**src/rtl/instr_loader.sv**
```systemverilog
// Boot-time program loader: receives a little-endian word count and then that
// many little-endian 32-bit words over a byte stream, writes them to
// instruction memory, answers with one status byte and releases the core.
module instr_loader #(
  parameter int unsigned ADDR_WIDTH = 14,
  parameter logic [7:0]  ACK_BYTE   = 8'hAA,
  parameter logic [7:0]  ERR_BYTE   = 8'hEE
) (
  input  logic                  clk,
  input  logic                  rst,
  input  logic [7:0]            rx_data,
  input  logic                  rx_valid,
  output logic                  imem_we,
  output logic [ADDR_WIDTH-1:0] imem_addr,
  output logic [31:0]           imem_wdata,
  output logic [7:0]            tx_data,
  output logic                  tx_valid,
  input  logic                  tx_ready,
  output logic                  core_rst,
  output logic                  loading,
  output logic                  err
);

  typedef enum logic [2:0] {
    S_LEN,
    S_DATA,
    S_ACK,
    S_ERR,
    S_RUN
  } state_e;

  // Capacity is kept one bit wider than the 32-bit count so the full header
  // can be compared without truncation.
  localparam logic [32:0] CAPACITY = 33'(1) << ADDR_WIDTH;

  state_e                state_q;
  logic [1:0]            byte_cnt_q, byte_cnt_d;
  logic [23:0]           asm_q;
  logic [31:0]           word_d;
  logic [ADDR_WIDTH:0]   word_cnt_q, word_cnt_d;
  logic [ADDR_WIDTH:0]   len_q;
  logic                  capture_en;
  logic                  byte_last;

  logic                  imem_we_q;
  logic [ADDR_WIDTH-1:0] imem_addr_q;
  logic [31:0]           imem_wdata_q;
  logic [7:0]            tx_data_q;
  logic                  tx_valid_q;
  logic                  core_rst_q;
  logic                  loading_q;
  logic                  err_q;

  // Byte capture is only live while a header or payload is being received.
  always_comb begin
    capture_en = rx_valid && ((state_q == S_LEN) || (state_q == S_DATA));
    byte_last  = capture_en && (byte_cnt_q == 2'd3);
    byte_cnt_d = byte_cnt_q + 2'd1;
    word_d     = {rx_data, asm_q};
    word_cnt_d = word_cnt_q + 1'b1;
  end

  // Byte assembler: lower three bytes are stored, the fourth is used directly.
  always_ff @(posedge clk or posedge rst) begin
    if (rst) begin
      byte_cnt_q <= '0;
      asm_q      <= '0;
    end else if (capture_en) begin
      byte_cnt_q <= byte_cnt_d;
      case (byte_cnt_q)
        2'd0:    asm_q[7:0]   <= rx_data;
        2'd1:    asm_q[15:8]  <= rx_data;
        2'd2:    asm_q[23:16] <= rx_data;
        default: asm_q        <= asm_q;
      endcase
    end
  end

  // Load sequencer with all outputs registered.
  always_ff @(posedge clk or posedge rst) begin
    if (rst) begin
      state_q      <= S_LEN;
      word_cnt_q   <= '0;
      len_q        <= '0;
      imem_we_q    <= 1'b0;
      imem_addr_q  <= '0;
      imem_wdata_q <= '0;
      tx_data_q    <= '0;
      tx_valid_q   <= 1'b0;
      core_rst_q   <= 1'b1;
      loading_q    <= 1'b1;
      err_q        <= 1'b0;
    end else begin
      imem_we_q <= 1'b0;
      case (state_q)
        S_LEN: begin
          if (byte_last) begin
            len_q      <= word_d[ADDR_WIDTH:0];
            word_cnt_q <= '0;
            if (word_d == '0) begin
              state_q    <= S_ACK;
              tx_valid_q <= 1'b1;
              tx_data_q  <= ACK_BYTE;
              loading_q  <= 1'b0;
            end else if ({1'b0, word_d} > CAPACITY) begin
              state_q    <= S_ERR;
              err_q      <= 1'b1;
              tx_valid_q <= 1'b1;
              tx_data_q  <= ERR_BYTE;
              loading_q  <= 1'b0;
            end else begin
              state_q <= S_DATA;
            end
          end
        end
        S_DATA: begin
          if (byte_last) begin
            imem_we_q    <= 1'b1;
            imem_wdata_q <= word_d;
            imem_addr_q  <= word_cnt_q[ADDR_WIDTH-1:0];
            word_cnt_q   <= word_cnt_d;
            // Leave on the same edge that raises the final write pulse.
            if (word_cnt_d == len_q) begin
              state_q    <= S_ACK;
              tx_valid_q <= 1'b1;
              tx_data_q  <= ACK_BYTE;
              loading_q  <= 1'b0;
            end
          end
        end
        S_ACK: begin
          if (tx_valid_q && tx_ready) begin
            tx_valid_q <= 1'b0;
            state_q    <= S_RUN;
          end
        end
        S_ERR: begin
          // ERR_BYTE is raised only on entry, so it is presented exactly once.
          if (tx_valid_q && tx_ready) begin
            tx_valid_q <= 1'b0;
          end
        end
        S_RUN: begin
          core_rst_q <= 1'b0;
        end
        default: begin
          state_q <= S_LEN;
        end
      endcase
    end
  end

  assign imem_we    = imem_we_q;
  assign imem_addr  = imem_addr_q;
  assign imem_wdata = imem_wdata_q;
  assign tx_data    = tx_data_q;
  assign tx_valid   = tx_valid_q;
  assign core_rst   = core_rst_q;
  assign loading    = loading_q;
  assign err        = err_q;

endmodule

```
**config.mk**
```make
export PLATFORM = sky130hd
export DESIGN_NAME = instr_loader
export DESIGN_NICKNAME = d
export VERILOG_FILES = /design/src/rtl/instr_loader.sv
export SDC_FILE = /design/constraint.sdc
export NUM_CORES = 1
export LEC_CHECK = 0
export CORE_MARGIN = 1
export CORE_UTILIZATION = 59
export DETAILED_ROUTE_END_ITERATION = 6
export GPL_TIMING_DRIVEN = 0
export PLACE_DENSITY_LB_ADDON = 0.3
export SLEW_MARGIN = 40
export SYNTH_ARGS = -nofsm -noshare
export SYNTH_HDL_FRONTEND = slang
export SYNTH_SLANG_ARGS = --single-unit
```
**constraint.sdc**
```tcl
create_clock -name clk -period 5.7 [get_ports clk]
set_input_delay 1.14 -clock clk [delete_from_list [all_inputs] [get_ports clk]]
set_output_delay 1.14 -clock clk [all_outputs]
set_load 0.02 [all_outputs]
```
# Yosys cells after proc, flatten, opt, wreduce, memory -nomap -nowiden
# Cells that the tools add are included.
# Widths: inputs -> output; s select.
[classes] add_sub_neg=2 n_mul=0 div=0 order_cmp=1 n_eq_ne=14 n_shift=0 muxes=31 bitwise=2 reduce_logical=21
[op_table] operator="$mux 8" count=5
[op_table] operator="$gt 32x15->1 const B" count=1
[op_table] operator="$logic_not 32->1" count=1
[op_table] operator="$mux 15" count=2
[op_table] operator="$pmux 15 s2" count=1
[op_table] operator="$pmux 8 s2" count=1
[op_table] operator="$add 15x1->15 const B" count=1
[op_table] operator="$eq 15x15->1" count=1
[op_table] operator="$mux 1" count=13
[op_table] operator="$mux 3" count=4
[op_table] operator="$pmux 3 s4" count=1
[op_table] operator="$reduce_and 2->1" count=5
[op_table] operator="$reduce_and 5->1" count=2
[op_table] operator="$eq 3x2->1 const B" count=2
[op_table] operator="$ne 2x2->1 const B" count=3
[op_table] operator="$reduce_and 6->1" count=1
[op_table] operator="$eq 2x2->1 const B" count=2
[op_table] operator="$mux 2" count=2
[op_table] operator="$ne 2x1->1 const B" count=2
[op_table] operator="$reduce_and 4->1" count=1
[op_table] operator="$reduce_or 2->1" count=2
[op_table] operator="$eq 3x1->1 const B" count=1
[op_table] operator="$eq 3x3->1 const B" count=1
[op_table] operator="$logic_and 1x1->1" count=3
[op_table] operator="other kinds (12)" count=13
[totals] reg_bits=118 latch_bits=0 ram_bits=0 romBits=0 in_bits=12 output_inout_bits=59 word_cells=86 n_memories=0

# Longest topological paths before layout
[depth] word_depth=6 depth_mapped=7

# Worst setup path before layout
# OpenSTA, ideal clock, no wires.
[synth_timing] path_kind="input to register" from="in rx_valid" to="reg len_q[0]" t_arrival_ps=2169 setup_slack_ps=3403 cell_stages=4 n_path_buf=1 path_cell_list="nand3_2 > nor2_2 > buf_2 > mux2_1"
[synth_between] elab_chain_len=3
[synth_lines] item="start, declared" line_no="12" source="input logic rx_valid,"
[synth_lines] item="$logic_and 1x1->1" line_no="56" source="capture_en = rx_valid && ((state_q == S_LEN) || (state_q == S_DATA));"
[synth_lines] item="$logic_and 1x1->1" line_no="57" source="byte_last = capture_en && (byte_cnt_q == 2'd3);"
[synth_lines] item="$reduce_and 2->1 (no line)"
[synth_lines] item="end signal, assigned" line_no="98" source="len_q <= word_d[ADDR_WIDTH:0];"
[synth_lines] item="end, declared" line_no="41" source="logic [ADDR_WIDTH:0] len_q;"
# Every way passes these cells.
# A chain may end at the register's enable or synchronous reset.

# Worst setup path after layout
[layout_timing] from="in rx_valid" to="reg word_cnt_q[11]"
[layout_between] elab_chain_len=4
[layout_lines] item="$logic_and 1x1->1 *" line_no="56"
[layout_lines] item="$logic_and 1x1->1 *" line_no="57"
[layout_lines] item="$ne 2x2->1 (no line)"
[layout_lines] item="$reduce_and 3->1 (no line) *"
[layout_lines] item="end signal, assigned" line_no="121" source="word_cnt_q <= word_cnt_d;"
[layout_lines] item="end, declared" line_no="40" source="logic [ADDR_WIDTH:0] word_cnt_q, word_cnt_d;"
# Mark *: on every way between the ends. The rest lies on a longest branch, timed or not.

==> flow_summary.yaml <==
status:
  status: "finished, final reports clean"
synthesis:
  yosysSeqAreaShare_pct: 54.3
  synth-simple-area-share_pct: 20.0
  synth-adder-area-share_pct: 1.21
  synth_xor_area_share_pct: 4.09
  ys_seq_elements: 112
  yosys_warnings: 0
  synth-edff-count: 0
  synth.top_cells.by_area: "dfrtp_1 53%, nand2_1 12%, mux2_1 8.9%, xnor2_1 2.9%, o31ai_1 1.5%"
  synth_area_um2: 5170
  synth_cell_types: 56
  synth_top_area_cell: "dfrtp_1"
  synth_top_area_share_pct: 53.2
  synth_ff_type: "dfrtp_1"
  synth_most_common_cell: "nand2_1"
  synth_cells: 503
  synth-compound-area-share_pct: 6.99
  async_flop_share_pct: 100
  synth_top_family_by_area: "simple AND/OR/NAND/NOR gates"
  netlist_top_cells_count: "169 x nand2_1, 110 x dfrtp_1, 41 x mux2_1"
  avgSynthCellArea_um2: 10.3
  synth_mux_area_share_pct: 8.93
critical_path:
  cp-start-kind: "input pin"
  crit_arrival_ns: 3.34
  worstSetupPathType: "in2reg"
  end_kind: "flip-flop"
  cp_data_required_time_ns: 5.99
  critPathMaxFanout: 10
routing:
  firstDrtPassIters: 5
  vias: 3922
  viasPerCell: 5.65
  drt_iter0_markers: 141
  finalWirelength_um: 11700
  drc: 0
  routedWlPerCell_um: 16.9
  ant_nets: 0
sta:
  fin_skew_ns: 0.0116
  tightest_slew_ns: 0.591
  setup_viol: 0
  slew_headroom_pct: 60.6
  rsz0062_at_grt: "no"
  setup_tns_ns: 0
  hold_violations: 0
  slew_violations: 0
  fin_crit_sh_pct: 53.6
  period_minus_slack_ns: 3.06
  fmax_ghz: 0.327
cts:
  cts_sinks: 112
  cts_tree: "built"
  h-tree-depth: 3
  clock_latency_ns: 0.38
  root_buffer: "clkbuf_8"
  cts_inserted_buffers: 9
  ctsHoldBuffers: 0
  cts_resized: 0
  cts.path.max_buffers: 2
  postCtsSetupBuffers: 0
  cts.clk_slew.worst_paths_ns: 0.11
place:
  dpl.hpwl_um: 8400
  placed_cells: 678
  gp_congestion: 0.886
  numPortBuffers: 68
floorplan:
  die_w_um: 95.6
  dieArea_um2: 9140
  die_h_um: 95.6
  initial_core_util_pct: 62.0
  core_area_um2: 8340
  rows: 33
  io_pins: 71
worst_hold_path:
  hp-class: "reg2reg"
global_routing:
  track_usage_pct: 28.3
  grt_overflow: 0
  grt_max_degree: 74
  antenna_found_initial: 0
  grt_pass1_wl_um: 19400
  grt_pass1_vias: 3945
power:
  power_density_nw_per_um2: 210
  leakage_nw: 3.06
  irDropWorstVdd_uv: 141
  total_power_mw: 1.30
final_layout:
  fin_nets: 601
  n_fill_cell: 559
  layout.cells.non_filler: 694
  drive_gt1_share_pct: 9.68
  syn_to_final_growth_pct: 20.2
  diodes: 0
job:
  cap_violations: 0
## metal layers
metal	up-vias	part of all wire [%]	track usage (%)
li1	1836	-	-
met1	1953	43	36.4
met2	112	51	47.3
met3	21	4.3	4.63
met4	0	2.2	12.3
met5	-	0	0
## metrics by stage
step,area [µm²],hold WS (ns),worst slack [ns],utilization [%]
2_1_floorplan,5170,0.454,1.60,-
3_3_place_gp,5990,0.448,0.145,71.8
3_5_place_dp,6020,0.451,2.31,72.2
4_1_cts,6210,0.468,2.68,74.5
5_1_grt,6210,0.472,2.53,74.5
6_report,6210,0.464,2.64,74.5
## sequential cells by signal, indices dropped and copies added (netlist names)
register	count
tx_valid	1
byte_cnt_q	2
tx_data	2
imem_addr	14
imem_wdata	32
imem_we	1
state_q	3
asm_q	24
word_cnt_q	15
core_rst	1
len_q	15
err	1
loading	1
## path summary, 6_finish.rpt
path                                from             end  slack [ns]  cells after the start
min                             core_rst        core_rst        0.46                      1
min in group asynchronous            rst   imem_wdata[1]        1.12                      2
max reg2reg                word_cnt_q[0]      state_q[0]        3.11                      7
min reg2reg                     core_rst        core_rst        0.46                      1
max                             rx_valid  word_cnt_q[11]        2.64                      7
max in group asynchronous            rst        core_rst        3.90                      3
## cell type report
class                      count  area, µm²  area share (%)
sequential                   112       2810            45.1
clock buffer                   9        124            1.99
buffer                        31        181            2.92
tap                          105        131            2.11
clock inverter                 7       70.1            1.13
timing repair buffer          69        708            11.4
inverter                      13       56.3           0.906
multi-input combinational    348       2140            34.4
## power by group
group	switching (mW)	total, mW	internal (mW)
clock	0.302	0.474	0.172
combinational	0.0240	0.0344	0.0105
sequential	0	0.794	0.794
total	0.326	1.30	0.977
## cell families (layout without fill, tap and decap cells)
| logic type | Yosys count | count (layout) |
|---|---|---|
| AO/OA/AOI/OAI | 50 | 50 |
| XOR/XNOR | 22 | 22 |
| adder cells (fa/ha/maj) | 5 | 5 |
| buffers and inverters | 44 | 129 |
| flip-flops | 112 | 112 |
| multiplexers | 41 | 41 |
| other | 1 | 2 |
| AND/OR/NAND/NOR | 228 | 228 |
## critical path, cell delays in order
cell and delay, ns:
clkdlybuf4s50_1 0.61, and3_1 0.22, nand2_1 0.29, inv_2 0.19
clkbuf_1 0.47, nand2_1 0.19, o31ai_1 0.22
## cell usage in the layout, fill, tap and decap left out, types with 2 or more instances in the layout
master	n
nand2_1	169
dfrtp_1	110
clkdlybuf4s50_1	68
mux2_1	41
xnor2_1	17
clkbuf_1	15
nand3_1	11
inv_1	10
o31ai_1	10
nor4_1	9
clkbuf_8	9
o21ai_1	8
buf_4	7
nor2_1	6
a21oi_1	6
o21ai_0	6
and3_1	5
ha_1	5
nand2b_1	4
buf_2	4
xor2_1	4
nand4_1	3
nor3_1	3
buf_6	3
nand3_2	3
inv_8	3
inv_2	2
o21a_1	2
nand4_2	2
nor3b_1	2
o22ai_1	2
a41oi_2	2
a21o_1	2
a21boi_0	2
a31oi_1	2
conb_1	2
inv_6	2
dfstp_2	2
Power figures use the tool's default switching activity.
